--- config.mk ---
export PLATFORM = sky130hd
export DESIGN_NAME = di_term_arbiter
export DESIGN_NICKNAME = d
export VERILOG_FILES = /design/src/rtl/di_term_arbiter.sv
export SDC_FILE = /design/constraint.sdc
export NUM_CORES = 1
export LEC_CHECK = 0
export ABC_AREA = 0
export CORE_MARGIN = 1
export CORE_UTILIZATION = 43
export DETAILED_ROUTE_END_ITERATION = 8
export PLACE_DENSITY = 0.84
export SYNTH_ARGS = -nofsm -noshare
export SYNTH_HDL_FRONTEND = slang
export SYNTH_SLANG_ARGS = --single-unit
--- constraint.sdc ---
create_clock -name ifclk -period 2.9 [get_ports ifclk]
set_input_delay 0.58 -clock ifclk [delete_from_list [all_inputs] [get_ports ifclk]]
set_output_delay 0.58 -clock ifclk [all_outputs]
set_load 0.005 [all_outputs]
--- src/rtl/di_term_arbiter.sv ---
// Arbitrates host-interface reads and writes across NUM_TERMS terminals.
// If the selected terminal stays not-ready too long, the arbiter forces completion and returns ERR_DATA.
module di_term_arbiter #(
    parameter int                      NUM_TERMS  = 4,
    parameter logic [16*NUM_TERMS-1:0] TERM_ADDRS = {16'd3, 16'd2, 16'd1, 16'd0},
    parameter int                      TIMEOUT    = 256,
    parameter logic [15:0]             ERR_DATA   = 16'hDEAD
) (
    input  logic                      ifclk,
    input  logic                      resetb,
    input  logic [15:0]               di_term_addr,
    input  logic                      di_read_mode,
    input  logic                      di_write_mode,
    input  logic                      di_read_req,
    input  logic                      di_write,
    input  logic [16*NUM_TERMS-1:0]   term_reg_datao,
    input  logic [NUM_TERMS-1:0]      term_read_rdy,
    input  logic [NUM_TERMS-1:0]      term_write_rdy,
    input  logic                      err_clear,
    output logic [15:0]               di_reg_datao,
    output logic                      di_read_rdy,
    output logic                      di_write_rdy,
    output logic [NUM_TERMS-1:0]      term_sel,
    output logic                      timeout_err,
    output logic [7:0]                err_count
);

    typedef enum logic [1:0] {IDLE, ACTIVE, FORCED} state_t;

    localparam logic [15:0] WAIT_LAST = 16'(TIMEOUT - 1);

    state_t      state, state_nxt;
    logic [15:0] wait_cnt, wait_cnt_nxt;
    logic [15:0] addr_q;
    logic [15:0] sel_data;
    logic        mapped, sel_rrdy, sel_wrdy, rdy, any_mode, addr_chg, timeout_hit;

    // The strobes carry no arbitration information; the terminals consume them directly.
    logic unused_strobes;
    assign unused_strobes = di_read_req ^ di_write;

    // Scanning from the top index down lets the lowest matching index win.
    always_comb begin
        term_sel = '0;
        for (int i = NUM_TERMS - 1; i >= 0; i--) begin
            if (di_term_addr == TERM_ADDRS[16*i +: 16]) begin
                term_sel    = '0;
                term_sel[i] = 1'b1;
            end
        end
    end

    always_comb begin
        sel_data = '0;
        for (int i = 0; i < NUM_TERMS; i++) begin
            if (term_sel[i]) sel_data = sel_data | term_reg_datao[16*i +: 16];
        end
    end

    assign mapped   = |term_sel;
    assign sel_rrdy = |(term_read_rdy & term_sel);
    assign sel_wrdy = |(term_write_rdy & term_sel);
    assign any_mode = di_read_mode | di_write_mode;
    assign addr_chg = di_term_addr != addr_q;
    // An unmapped address always reads as ready, so it can never time out.
    assign rdy      = !mapped || (di_read_mode ? sel_rrdy : sel_wrdy);

    // NOTE: every always_comb output gets a default first, so no path can infer a latch.
    always_comb begin
        state_nxt    = state;
        wait_cnt_nxt = '0;
        timeout_hit  = 1'b0;
        unique case (state)
            IDLE:   if (any_mode) state_nxt = ACTIVE;
            ACTIVE: begin
                if (!any_mode) begin
                    state_nxt = IDLE;
                end else if (!rdy && !addr_chg) begin
                    if (wait_cnt == WAIT_LAST) begin
                        state_nxt   = FORCED;
                        timeout_hit = 1'b1;
                    end else begin
                        wait_cnt_nxt = wait_cnt + 16'd1;
                    end
                end
            end
            FORCED: if (!any_mode) state_nxt = IDLE;
            default: state_nxt = IDLE;
        endcase
    end

    always_comb begin
        di_read_rdy  = 1'b0;
        di_write_rdy = 1'b0;
        if (resetb) begin
            if (state == FORCED || !mapped) begin
                di_read_rdy  = 1'b1;
                di_write_rdy = 1'b1;
            end else begin
                di_read_rdy  = sel_rrdy;
                di_write_rdy = sel_wrdy;
            end
        end
    end

    // NOTE: sequential state uses non-blocking assignments so every register samples pre-edge values.
    // NOTE: there are no memories here, so every register is reset to a known value.
    always_ff @(posedge ifclk or negedge resetb) begin
        if (!resetb) begin
            state        <= IDLE;
            wait_cnt     <= '0;
            addr_q       <= '0;
            di_reg_datao <= '0;
            timeout_err  <= 1'b0;
            err_count    <= '0;
        end else begin
            state        <= state_nxt;
            wait_cnt     <= wait_cnt_nxt;
            addr_q       <= di_term_addr;
            di_reg_datao <= (state_nxt == FORCED || !mapped) ? ERR_DATA : sel_data;
            if (timeout_hit) begin
                timeout_err <= 1'b1;
                err_count   <= err_clear ? 8'd1 : (err_count == 8'hFF ? 8'hFF : err_count + 8'd1);
            end else if (err_clear) begin
                timeout_err <= 1'b0;
                err_count   <= '0;
            end
        end
    end

endmodule

Word level (Yosys, flattened, before mapping)
Cells that the tools add are included.

operators by class
  multipliers = 0
  mux-type cells = 34
  shift-type cells = 0
  add/sub/neg operators = 2
  div/mod/pow operators = 0
  reductions and logical operators = 13
  magnitude comparators = 0
  bitwise operators = 6
  eq/ne operators = 9

operators by type and width
  kind                     number
  $mux W16                 9
  $or A16 B16 Y16          3
  $eq A16 B2 Y1 const B    2
  $mux W8                  4
  $add A16 B1 Y16 const B  1
  $eq A16 B1 Y1 const B    1
  $eq A16 B8 Y1 const B    1
  $logic_not A16 Y1        1
  $mux W4                  4
  $ne A16 B16 Y1           1
  $reduce_or A4 Y1         3
  $mux W1                  11
  $mux W2                  5
  $add A8 B1 Y8 const B    1
  $and A4 B4 Y4            2
  $eq A8 B8 Y1 const B     1
  $pmux W2 S3              1
  $eq A2 B2 Y1 const B     2
  $logic_not A1 Y1         3
  $logic_or A1 B1 Y1       3
  $eq A2 B1 Y1 const B     1
  $logic_not A2 Y1         1
  $reduce_bool A2 Y1       1
  $logic_and A1 B1 Y1      1
  $or A1 B1 Y1             1

storage, ports and cells
  register bits = 59
  input port bits = 95
  memories kept = 0
  output and inout port bits = 31
  latch bits = 0
  bits in read-only memories = 0
  bits in writable memories = 0

Logic depth before layout (Yosys ltp)
  depth in word-level cells = 17
  mapped depth = 9
  gate-level depth less buffers = 7

Least setup slack after synthesis
No wires, ideal clock.

  path kind = input to register
  start = input di_term_addr[1]
  end = register err_count[6]
  path slack = 366 ps
  arrival = 2408 ps
  setup time = 126 ps
  stages on the path = 6
  cell sequence = buf_2 > mux4_2 > mux2_2 > nor4_4 > inv_2 > o311a_1

between the ends
  longest elaborated chain between the ends = 15

ends and longest elaborated chain
  item                                                  RTL line  text
  from (decl)                                           11        input logic [15:0] di_term_addr,
  $eq A16 B2 Y1                                         46        if (di_term_addr == TERM_ADDRS[16*i +: 16]) begin
  $mux W4 (4 in series)                                 46
  $and A4 B4 Y4, on equally long branches               62, 61
  $reduce_or A4 Y1, on equally long branches            62, 61
  $mux W1                                               66        assign rdy = !mapped || (di_read_mode ? sel_rrdy : sel_wrdy);
  $logic_or A1 B1 Y1                                    66
  $logic_not A1 Y1                                      78        end else if (!rdy && !addr_chg) begin
  $logic_and A1 B1 Y1 (*)                               78
  $mux W1 (*)                                           78
  $mux W1 (*)                                           76        if (!any_mode) begin
  $mux W1 (*)                                           73        unique case (state)
  $mux W8 / $reduce_bool A2 Y1 (equally long branches)  -
  to (signal assigned)                                  123       err_count <= err_clear ? 8'd1 : (err_count == 8'hFF ? 8'hFF : err_count + 8'd1);
  to (decl)                                             25        output logic [7:0] err_count

Every way passes the cells marked *; elsewhere a longest branch is shown, timed or not.
A chain may end at the register's enable or synchronous reset.

Worst setup path after layout
  start = input di_term_addr[6]
  end = output term_sel[1]

between the ends
  longest elaborated chain between the ends = 4

ends and longest elaborated chain
  item                   RTL line  text
  $eq A16 B2 Y1          46
  $mux W4 (2 in series)  46
  $mux W4 (*)            46
  to (decl)              23        output logic [NUM_TERMS-1:0] term_sel,

Marks and branches as above.

==> results.ini <==
[clock_network]
ctsRootBufferMaster=clkbuf_8
clk_latency_ns=0.34
clock_path_buffers=2
clk_pin_slew_worst_paths_ns=0.07
cts_made_buffers=9
cts_sinks=59
cts_tree=done
cts_htree_levels=3

[sta]
final_max_slew_viol_count=0
rsz0062_at_grt=false
setup_viol=0
max_freq_mhz=356
tightestPinTransition_ns=0.788
finalCritPeriodShare_pct=96.7
fin_crit_ns=2.81
skew_ns=0.00657
final.setup.tns_ns=0
slew_headroom_pct=47.3
finalHoldViolCount=0

[power]
ir_drop_mv=0.356
p_leak_nw=2.03
p_per_area_mw_per_mm2=395
p_total_mw=1.87

[cells_and_area]
layout-drive-gt1-share_pct=17.4
nFillCells=441
nets=518
syn2layout_area_growth_pct=59.0
design_area_mm2=0.00474
instances_no_fill=503

[synth]
syn_nets=366
synthAdderAreaFrac_pct=0.839
synth_edf_count=0
synth_xor_area_share_pct=8.81
seq_area_frac_synth_pct=49.5
synthSimpleGateAreaFrac_pct=19.6
synth_top_family_by_area=simple AND/OR/NAND/NOR gates
yosys_warnings=0
synth_area_mm2=0.00298
synthArstFlopShare_pct=100
synth_compound_area_share_pct=7.34
syn_avg_cell_area_um2=11.1
yosys_register_bits=59
synth_ff_type=dfrtp_1
synthCells=269
ys_types=38
synth.area.mux_share_pct=11.7

[critical_path]
crit_path_end_kind=output port
worst-path-max-fanout=3
path_class=input pin to output port
r2r_end=err_count[7]$_DFFE_PN0P_
critical_path_required_ns=2.32
timing.rr.start=wait_cnt[0]$_DFF_PN0_
cp.arrival_ns=2.23
reg2reg_slack_ns=0.51
reg2reg_depth=8
start_kind=input pin

[run]
cap_violations=0

[detailed_routing]
vias=2763
drt-pass1-iter-count=6
via_per_inst=5.49
wl_per_cell_um=17.5
drtAntennaViolNets=0
routed_wl_um=8780
drt_iter0_drc=121
drc_errors=0

[floorplanning]
core_mm2=0.00653
dieHeight_um=85.3
row_count=29
pin_count=126
die-width_um=85.3
initial_core_util_pct=45.7
die-area_mm2=0.00728

[grt]
grt_usage_pct=25.8
overflow=0
grt_pass1_wl_um=14100
antenna_found_initial=1
first_global_vias=2888
grt_max_degree=53

[worst_hold_path]
hold_class=input pin to async pin

[placement]
dp_hpwl_um=6610
io_buffers=123
placedCellCount=485
dpl_cell_area_mm2=0.00446
gp_congestion=0.774

[status]
status=finished clean

placed cells by master (no fill, tap or decap), types with 9 or more instances in the layout:
master           count
clkdlybuf4s50_1    110
mux4_2               9
a22oi_1             11
buf_4               29
nand2_1             23
nor3_1               9
xor2_1              25
clkbuf_8            11
nor2_1              22
mux2_2              12
dfrtp_1             59
nand3_1             15
kinds of logic after synthesis:
group,count (synthesis)
multiplexers,22
buffers and inverters,15
flip-flops,59
AO/OA/AOI/OAI,29
adder cells (fa/ha/maj),2
AND/OR/NAND/NOR,112
XOR/XNOR,30
worst max-delay path: stages:
cell,delay (ns)
clkdlybuf4s50_1,0.47
nor4_4,0.25
and4_4,0.27
nand2_1,0.05
nor2_1,0.09
clkdlybuf4s50_1,0.51
report_power, final:
part	internal, mW	total (mW)	switching [mW]
clock network	0.438	0.752	0.313
logic	0.180	0.279	0.0992
registers	0.835	0.841	0.00582
total	1.45	1.87	0.418
through the flow:
stage | hold WS, ns | setup WS, ns | util [%]
final | 0.0992 | 0.0945 | 72.6
after global routing | 0.0929 | 0.0108 | 72.6
after CTS | 0.0880 | -0.000842 | 71.8
after detailed placement | 0.465 | -0.280 | 68.3
after global placement | 0.454 | -0.258 | 68.3
after floorplan | 0.284 | 0.366 | -
how the worst max path moves through the flow:
| stage | slack, ns | depth (start not counted) | from | to |
|---|---|---|---|---|
| after global routing | 0.01 | 7 | di_term_addr[1] | err_count[7]$_DFFE_PN0P_ |
| after global placement | -0.26 | 5 | di_term_addr[13] | term_sel[2] |
| final | 0.09 | 6 | di_term_addr[6] | term_sel[1] |
| after CTS | -0.0008 | 6 | di_term_addr[3] | term_sel[0] |
| after detailed placement | -0.28 | 5 | di_term_addr[13] | term_sel[2] |
| after floorplan | 0.37 | 6 | di_term_addr[1] | err_count[6]$_DFFE_PN0P_ |
layout make-up:
class	count	area, um2	area share, %
clock buffer	13	159	3.35
sequential	59	1480	31.1
multi-input combinational	195	1490	31.5
clock inverter	2	35.0	0.739
inverter	3	11.3	0.237
antenna	1	2.50	0.0528
tap	77	96.3	2.03
timing repair buffer	153	1470	31.0
flip-flops by register name, indices dropped and copies added (netlist names):
name,flops
addr_q,16
di_reg_datao,16
wait_cnt,16
err_count,8
state,2
timeout_err,1
cell usage after synthesis, types with 8 or more instances:
| cell type | count | area, um2 |
|---|---|---|
| xor2_1 | 25 | 219 |
| nor4_1 | 9 | 56.3 |
| nor2_1 | 22 | 82.6 |
| a22oi_1 | 11 | 82.6 |
| nand2_1 | 23 | 86.3 |
| mux4_2 | 9 | 203 |
| nor3_1 | 9 | 45.0 |
| nand3_1 | 15 | 75.1 |
| and3_1 | 8 | 50.1 |
| dfrtp_1 | 59 | 1480 |
| mux2_2 | 12 | 135 |
per-layer routing:
layer	vias to the layer above	track usage [%]	part of all wire [%]
met3	24	11.2	8.9
met2	118	44.6	52
li1	1283	-	-
met4	0	11.4	3.0
met1	1338	27.5	37
met5	-	0	0
repair_timing:
item / 4_1_cts / 5_1_grt
resized for setup: 10 / 11
setup endpoints to repair: 6 / 5
endpoints found under the hold margin: 0 / 0
hold buffers: 0 / 0
setup buffers: 1 / 1
pin swaps: 3 / 4
Note: power is estimated with default switching activity, not from simulation.
